## config.mk

```make
export PLATFORM = sky130hd
export DESIGN_NAME = start_store
export DESIGN_NICKNAME = d
export VERILOG_FILES = /design/src/rtl/start_store_pkg.sv /design/src/rtl/start_store_bank.sv /design/src/rtl/start_store.sv
export SDC_FILE = /design/constraint.sdc
export NUM_CORES = 2
export LEC_CHECK = 0
export ABC_AREA = 0
export BUFFER_PORTS_ARGS = -buffer_cell sky130_fd_sc_hd__buf_4
export CAP_MARGIN = 20
export CELL_PAD_IN_SITES_DETAIL_PLACEMENT = 1
export CELL_PAD_IN_SITES_GLOBAL_PLACEMENT = 1
export CORE_ASPECT_RATIO = 2
export CORE_UTILIZATION = 35
export CTS_CLUSTER_DIAMETER = 200
export CTS_CLUSTER_SIZE = 25
export DETAILED_ROUTE_END_ITERATION = 12
export PLACE_DENSITY_LB_ADDON = 0.25
export SLEW_MARGIN = 20
export SYNTH_ARGS = -nofsm -noshare
export SYNTH_HDL_FRONTEND = slang
export SYNTH_SLANG_ARGS = --single-unit
```

## constraint.sdc

```tcl
create_clock -name clk -period 7.05 [get_ports clk]
set_input_delay 0.3525 -clock clk [delete_from_list [all_inputs] [get_ports clk]]
set_output_delay 0.3525 -clock clk [all_outputs]
set_load 0.05 [all_outputs]
```

## src/rtl/start_store_pkg.sv

```systemverilog
// -----------------------------------------------------------------------------
// start_store_pkg
// Shared definitions for the dual-bank backprop store:
//   - default geometry (layer count, element width, elements per vector)
//   - bank-select codes presented on load_data_set
//   - helper that gives the packed vector width for a given geometry
// -----------------------------------------------------------------------------
package start_store_pkg;

  localparam int MAX_LAYER_SIZE_DEF = 5;
  localparam int DATA_SIZE_DEF      = 16;
  localparam int SIZE_DEF           = 3;

  // Bank-select codes on load_data_set.
  localparam logic [31:0] SET_START = 32'd0;
  localparam logic [31:0] SET_ACT   = 32'd1;

  // Width of one packed vector: `size` Q8.8 words side by side.
  function automatic int vec_width(input int data_size, input int size);
    return data_size * size;
  endfunction

  localparam int VEC_W_DEF = DATA_SIZE_DEF * SIZE_DEF;

endpackage

```

## src/rtl/start_store_bank.sv

```systemverilog
// -----------------------------------------------------------------------------
// start_store_bank
// One bank of packed-vector registers: synchronous clear, single write port,
// combinational read port. The parent guarantees that indices are in range.
//   clk      in   rising-edge clock
//   i_clr    in   synchronous clear of every entry (wins over write)
//   i_we     in   write enable
//   i_widx   in   write index
//   i_wdata  in   write data
//   i_ridx   in   read index
//   o_rdata  out  current contents of entry i_ridx
// -----------------------------------------------------------------------------
module start_store_bank
  import start_store_pkg::*;
#(
  parameter int DEPTH = MAX_LAYER_SIZE_DEF * SIZE_DEF,
  parameter int WIDTH = VEC_W_DEF,
  parameter int IDX_W = (DEPTH > 1) ? $clog2(DEPTH) : 1
) (
  input  logic             clk,
  input  logic             i_clr,
  input  logic             i_we,
  input  logic [IDX_W-1:0] i_widx,
  input  logic [WIDTH-1:0] i_wdata,
  input  logic [IDX_W-1:0] i_ridx,
  output logic [WIDTH-1:0] o_rdata
);

  logic [WIDTH-1:0] r_mem [DEPTH];

  always_ff @(posedge clk) begin
    if (i_clr) begin
      for (int i = 0; i < DEPTH; i++) begin
        r_mem[i] <= '0;
      end
    end else if (i_we) begin
      r_mem[i_widx] <= i_wdata;
    end
  end

  // Combinational read returns pre-edge contents, which gives the parent
  // read-before-write behaviour on a same-cycle store/load to one entry.
  assign o_rdata = r_mem[i_ridx];

endmodule

```

## src/rtl/start_store.sv

```systemverilog
// -----------------------------------------------------------------------------
// start_store
// Dual-bank store for the backprop stack. Each store writes a "start"
// (pre-activation) vector and an "act" (activation) vector into the same
// slot, addressed by layer and row (entry = address*size + row). A
// registered read port returns either bank one cycle after load.
//   clk               in   rising-edge clock
//   reset_counter     in   synchronous active-high clear of both banks and load_data
//   store             in   write enable (both banks together)
//   store_address     in   write layer index
//   store_row         in   write row index
//   store_start_data  in   start vector, element 0 in the MSBs
//   store_act_data    in   act vector, same packing
//   load              in   read enable
//   load_address      in   read layer index
//   load_row          in   read row index
//   load_data_set     in   0 = start bank, 1 = act bank
//   load_data         out  registered read data (0 for any invalid request)
// -----------------------------------------------------------------------------
module start_store
  import start_store_pkg::*;
#(
  parameter int max_layer_size = MAX_LAYER_SIZE_DEF,
  parameter int data_size      = DATA_SIZE_DEF,
  parameter int size           = SIZE_DEF
) (
  input  logic                      clk,
  input  logic                      reset_counter,
  input  logic                      store,
  input  logic [31:0]               store_address,
  input  logic [31:0]               store_row,
  input  logic [data_size*size-1:0] store_start_data,
  input  logic [data_size*size-1:0] store_act_data,
  input  logic                      load,
  input  logic [31:0]               load_address,
  input  logic [31:0]               load_row,
  input  logic [31:0]               load_data_set,
  output logic [data_size*size-1:0] load_data
);

  localparam int VW    = vec_width(data_size, size);
  localparam int DEPTH = max_layer_size * size;
  localparam int IDX_W = (DEPTH > 1) ? $clog2(DEPTH) : 1;

  logic             w_st_ok;
  logic             w_ld_ok;
  logic [IDX_W-1:0] w_widx;
  logic [IDX_W-1:0] w_ridx;
  logic [VW-1:0]    w_start_rd;
  logic [VW-1:0]    w_act_rd;
  logic [VW-1:0]    w_sel_rd;
  logic [VW-1:0]    r_load_data;

  // Range checks are full 32-bit unsigned compares, so large addresses can
  // never alias into the array through truncation.
  assign w_st_ok = store
                 && (store_address < 32'(max_layer_size))
                 && (store_row     < 32'(size));

  assign w_ld_ok = (load_address < 32'(max_layer_size))
                 && (load_row    < 32'(size))
                 && ((load_data_set == SET_START) || (load_data_set == SET_ACT));

  // Once in range, address*size+row fits in IDX_W bits, so the narrow
  // arithmetic is exact.
  assign w_widx = IDX_W'(store_address) * IDX_W'(size) + IDX_W'(store_row);
  assign w_ridx = IDX_W'(load_address)  * IDX_W'(size) + IDX_W'(load_row);

  start_store_bank #(
    .DEPTH (DEPTH),
    .WIDTH (VW),
    .IDX_W (IDX_W)
  ) u_start_bank (
    .clk     (clk),
    .i_clr   (reset_counter),
    .i_we    (w_st_ok),
    .i_widx  (w_widx),
    .i_wdata (store_start_data),
    .i_ridx  (w_ridx),
    .o_rdata (w_start_rd)
  );

  start_store_bank #(
    .DEPTH (DEPTH),
    .WIDTH (VW),
    .IDX_W (IDX_W)
  ) u_act_bank (
    .clk     (clk),
    .i_clr   (reset_counter),
    .i_we    (w_st_ok),
    .i_widx  (w_widx),
    .i_wdata (store_act_data),
    .i_ridx  (w_ridx),
    .o_rdata (w_act_rd)
  );

  always_comb begin
    w_sel_rd = '0;
    if (w_ld_ok) begin
      w_sel_rd = (load_data_set == SET_ACT) ? w_act_rd : w_start_rd;
    end
  end

  // Read register: holds its value while load is low.
  always_ff @(posedge clk) begin
    if (reset_counter) begin
      r_load_data <= '0;
    end else if (load) begin
      r_load_data <= w_sel_rd;
    end
  end

  assign load_data = r_load_data;

endmodule

```

# Word-level counts from Yosys, hierarchy flattened
# Memory sizes are Yosys's and may differ from the RTL's.
# Index checks and enable logic that the tools add are counted.
totals:
  ff_bits: 48
  mem_bits_rw: 1440
  input_bits: 260
  output_inout_bits: 48
  word_cells: 33
  mem_count: 2
classes:
  n_addsub: 2
  mul: 2
  n_lt_le_gt_ge: 4
  eq_ne: 1
  muxes: 13
  n_reduce_logical: 8
memory_table:
  columns: ["memory", "depth", "word_bits", "rd", "rd_clocked_by_memory_dff", "wr", "line", "text"]
  rows:
  - ["u_act_bank.r_mem", 15, 48, 1, 0, 15, "start_store_bank.sv:29", "logic [WIDTH-1:0] r_mem [DEPTH];"]
  - ["u_start_bank.r_mem", 15, 48, 1, 0, 15, "start_store_bank.sv:29", null]
ops:
  columns: ["op", "count"]
  rows:
  - ["2-to-1 mux 48 bit", 4]
  - ["OR reduction 48 bit", 2]
  - ["< comparator 32 x 2 -> 1 bit (second input constant)", 2]
  - ["< comparator 32 x 3 -> 1 bit (second input constant)", 2]
  - ["equality test 32 x 1 -> 1 bit (second input constant)", 1]
  - ["zero test 32 bit", 1]
  - ["adder 4 bit", 2]
  - ["multiplier 4 x 2 -> 4 bit (second input constant)", 2]
  - ["2-to-1 mux 4 bit", 2]
  - ["2-to-1 mux 1 bit", 7]
  - ["logical AND 1 bit", 4]
  - ["logical OR 1 bit", 1]

# Longest topological paths before layout
depth:
  ltp_word: 8
  depth_mapped: 12
  depth_no_buf: 10

# Modules after synthesis
# Synthesis repeated with hierarchy kept, for this count alone.
unflattened:
  cells_unflattened: 4408
  hier_area_um2: 70714.1
by_module_without_submodules:
  columns: ["mod", "instances", "cells_per_inst", "area_per_inst_um2", "seq_area_each_um2"]
  rows:
  - ["start_store_bank", 2, 2053, 33920.0, 23062.1]
  - ["start_store", 1, 302, 2874.0, 960.9]

# Worst setup path before layout
# Ideal clock, no wire load.
synth_timing:
  path_kind: "input to register"
  from: "input store_address[0]"
  to: "memory u_act_bank.r_mem[15][0] (netlist name) (enable)"
  setup_ps: 465
  arrival_time_ps: 4826
  required_ps: 6585
  slack_ps: 1759
  stages: 10
  n_path_buf: 2
  cell_sequence: "fa_1 > ha_1 > inv_1 > fa_1 > xor2_1 > xnor2_1 > and2_1 > clkbuf_1 > clkbuf_1 > and2_1"
synth_rtl:
  columns: ["element", "line", "text"]
  rows:
  - ["start: declaration", "start_store.sv:30", "input logic [31:0] store_address,"]
  - ["end: declaration", "start_store_bank.sv:29", null]

# Worst setup path after layout
layout_timing:
  from: "input load_address[0]"
  to: "register r_load_data[20], in the netlist load_data[20]"
layout_via:
  elab_chain_len: 5
  word_cells_on_any_way: 9
  cone_classes: "add/sub: 1; mul: 1; order compare: 1; mux: 2; reduce/logical: 2; memory: 2"
layout_lines:
  columns: ["element", "line", "text"]
  rows:
  - ["start: declaration", "start_store.sv:35", "input logic [31:0] load_address,"]
  - ["multiplier 4 x 2 -> 4 bit", "start_store.sv:67", "assign w_ridx = IDX_W'(load_address) * IDX_W'(size) + IDX_W'(load_row);"]
  - ["adder 4 bit", "start_store.sv:67", null]
  - ["memory (15 x 48 bit)", null, null]
  - ["2-to-1 mux 48 bit", "start_store.sv:100", "w_sel_rd = (load_data_set == SET_ACT) ? w_act_rd : w_start_rd;"]
  - ["2-to-1 mux 48 bit (*)", "start_store.sv:99", "if (w_ld_ok) begin"]
  - ["end signal: assignment", "start_store.sv:109", "r_load_data <= w_sel_rd;"]
  - ["end: declaration", "start_store.sv:52", "logic [VW-1:0] r_load_data;"]
# Every way passes the cells marked *; elsewhere a longest branch is shown, timed or not.
# A chain may end at the register's enable or synchronous reset.

==> summary.md <==
| Metric | Value |
|---|---|
| # rows | 231 |
| Routed length per instance | 29.9 um |
| Sequential element share of the synthesized area | 67.6% |
| Placed cell areas | 74000 sq um |
| Synth warnings | 0 |
| Placed insts | 7478 |
| Final Cell Area | 77200 sq um |
| Die footprint | 201000 sq um |
| Post-synth top area share | 66.3% |
| Fin. Hold Viols | 0 |
| Crit path max fanout | 25 |
| Nets | 5360 |
| Remaining Overflow, GRT | 0 |
| Non-Filler Instances | 7717 |
| Critical Path Start Type | input port |
| CTS tree | built |
| Commonest cells after routing, fill and taps aside | edfxtp_1, nor2_1, nand2_1 |
| Post-DP HPWL | 131000 um |
| Clock latency on the worst-skew pair | 0.70 ns |
| Via count | 42500 |
| Fin util | 39.0% |
| NetSw | 6.17 mW |
| Port bufs | 307 |
| Unrepaired setup endpoints after global routing | no |
| TritonCTS Sinks | 1584 |
| IR drop worst, VDD | 0.182 mV |
| Mapped Area | 69600 sq um |
| Part of the cycle the worst path needs | 65.1% |
| Die H | 633 um |
| Reg power frac | 52.6% |
| Slew Limit Headroom | 22.8% |
| Internal power | 14.4 mW |
| Vias in the first global route | 46500 |
| Top cells by area, synth | edfxtp_1, mux4_2, nor2_1 |
| CP Data Arrival Time | 5.21 ns |
| DR DRC count | 0 |
| All-layer global routing usage | 23.0% |
| Synthesized area per cell | 14.3 sq um |
| Core area | 198000 sq um |
| Hold Path Class | input port to register |
| CTS max path bufs | 3 |
| Clock share of power | 24.9% |
| FF+latch area | 47100 sq um |
| Sw frac | 30.0% |
| First-pass GRT wire length | 329000 um |
| Pwr dens | 266 nW/um^2 |
| Die Span X | 317 um |
| Pin slew with the least headroom to its limit | 1.16 ns |
| Critical path capture point type | register |
| Max_cap viols | 0 |
| Final ANT Viol Nets | 0 |
| Synthesized instance count | 4873 |
| H-tree depth | 3 |
| Critical path type | input port to register |
| Pins Over Slew Limit | 0 |
| Initial DRC count | 3288 |
| Fmax | 218 MHz |
| Pre-antenna DRT Iters | 5 |
| Hold Crit Depth | 4 |
| Setup_tns | 0 ns |
| Count of boundary I/O pins | 308 |
| Number of fill cells | 20400 |
| #FFs+latches synth | 1584 |
| Area Overhead vs Synth | 10.9% |
| Clock Skews | 0.0331 ns |
| Clk pin slew, worst setup/hold paths | 0.11 ns |
| Commonest non-fill, non-tap cell in the layout | edfxtp_1 |
| Outcome | finished, final reports clean |
| Area occupied by multi-input gates | 20100 sq um |
| Leading area contributor after synthesis | edfxtp_1 |
| Reg2reg path depth | 6 |
| Post-synth cell types | 35 |
| Antenna violations before repair | 29 |
| Leak Pwr | 23.9 nW |
| Setup-failing EPs final | 0 |
| Total routed wirelength | 231000 um |
| Largest net degree at the start of global routing | 143 |
| Final Critical Period | 4.59 ns |
| Via density per instance | 5.50 |
| Initial core utilization | 35.2% |
| Fraction of layout cells with a size suffix above 1 | 17.7% |
| Logic pwr share | 22.5% |
| Total CTS buffers | 73 |
| Critical Path RT | 7.67 ns |
| CTS Root Cell | clkbuf_16 |
| Syn Nets | 5147 |
| Gpl congestion | 0.754 |
## area by class of cell
type / instances / area share, %
Tap cell: 2563 / 4.16
Multi-Input combinational cell: 2906 / 26.1
Timing Repair Buffer: 504 / 5.85
Antenna cell: 12 / 0.0389
Clock inverter: 3 / 0.0438
Sequential cell: 1584 / 61.0
Clock buffer: 128 / 2.74
Inverter: 17 / 0.0827
## sequential cells by signal, summed over array words and instances, names as in the netlist
signal / count
load_data: 48
u_act_bank.r_mem: 768
u_start_bank.r_mem: 768
## power groups by stage
stage               sequential (mW)  combinational, mW  clock, mW
floorplan                      11.0               2.75          0
global placement               11.0               4.57          0
detailed placement             11.0               4.61          0
CTS                            10.8               4.67       5.23
global route                   10.9               4.90       5.47
finish                         10.8               4.62       5.12
## worst max-delay path: stages
cell      delay (ns)
buf_4           0.13
fa_1            0.59
ha_4            0.13
inv_1           0.05
fa_4            0.49
xor2_1          0.57
xor2_4          0.96
buf_4           0.50
a211oi_1        0.09
a211oi_1        0.94
a31oi_1         0.19
o21ai_0         0.21
## synth_stat cells (all sizes together)
| cell type | n |
|---|---|
| a2111oi | 2 |
| a211oi | 113 |
| a21o | 15 |
| a21oi | 38 |
| a31oi | 28 |
| a32oi | 1 |
| and2 | 3 |
| buf | 248 |
| clkbuf | 118 |
| dfxtp | 48 |
| edfxtp | 1536 |
| fa | 6 |
| ha | 8 |
| inv | 17 |
| mux2i | 66 |
| mux4 | 384 |
| nand2 | 553 |
| nand3 | 33 |
| nand3b | 29 |
| nand4 | 7 |
| nor2 | 1445 |
| nor2b | 67 |
| nor3 | 12 |
| nor4 | 34 |
| nor4b | 2 |
| o21ai | 49 |
| or3 | 4 |
| xnor2 | 4 |
| xor2 | 3 |
## layer usage
metal  share of wire (%)  up-vias  GRT usage, %  routed length (um)
li1                    -    18200             -                   -
met1                  38    22900          27.1               87900
met2                  55     1110          43.1              126000
met3                 4.4      263          2.59               10100
met4                 2.7       20          6.72                6130
met5               0.055        -             0                 126
## timing repair
item                       CTS  global route
hold buffers                96             0
setup endpoints to repair    0             0
hold endpoints to repair    99             0
resized for setup            0             0
setup buffers                0             0
## stage by stage
step / power [mW] / hold slack, ns / worst slack, ns
2_1_floorplan: 13.7 / 0.451 / 1.76
3_3_place_gp: 15.6 / 0.442 / 1.90
3_5_place_dp: 15.6 / 0.451 / 1.78
4_1_cts: 20.7 / 0.103 / 2.53
5_1_grt: 21.2 / 0.144 / 2.36
6_report: 20.6 / 0.146 / 2.46
## path summary, 6_finish.rpt
kind	slack (ns)	startpoint	endpoint
worst max-delay path	2.46	load_address[0]	load_data[20]
worst min-delay path	0.15	load	load_data[3]
worst min register to register	0.47	load_data[12]	load_data[12]
worst max register to register	4.62	u_start_bank.r_mem[8][47]	load_data[47]
## cells by family after synthesis
family	after synthesis	synth area share, %
buffers and inverters	383	3.80
adder cells (fa/ha/maj)	14	0.316
multiplexers	450	13.4
AO/OA/AOI/OAI	246	2.30
AND/OR/NAND/NOR	2189	12.5
XOR/XNOR	7	0.0881
flip-flops	1584	67.6
Power figures use the tool's default switching activity.
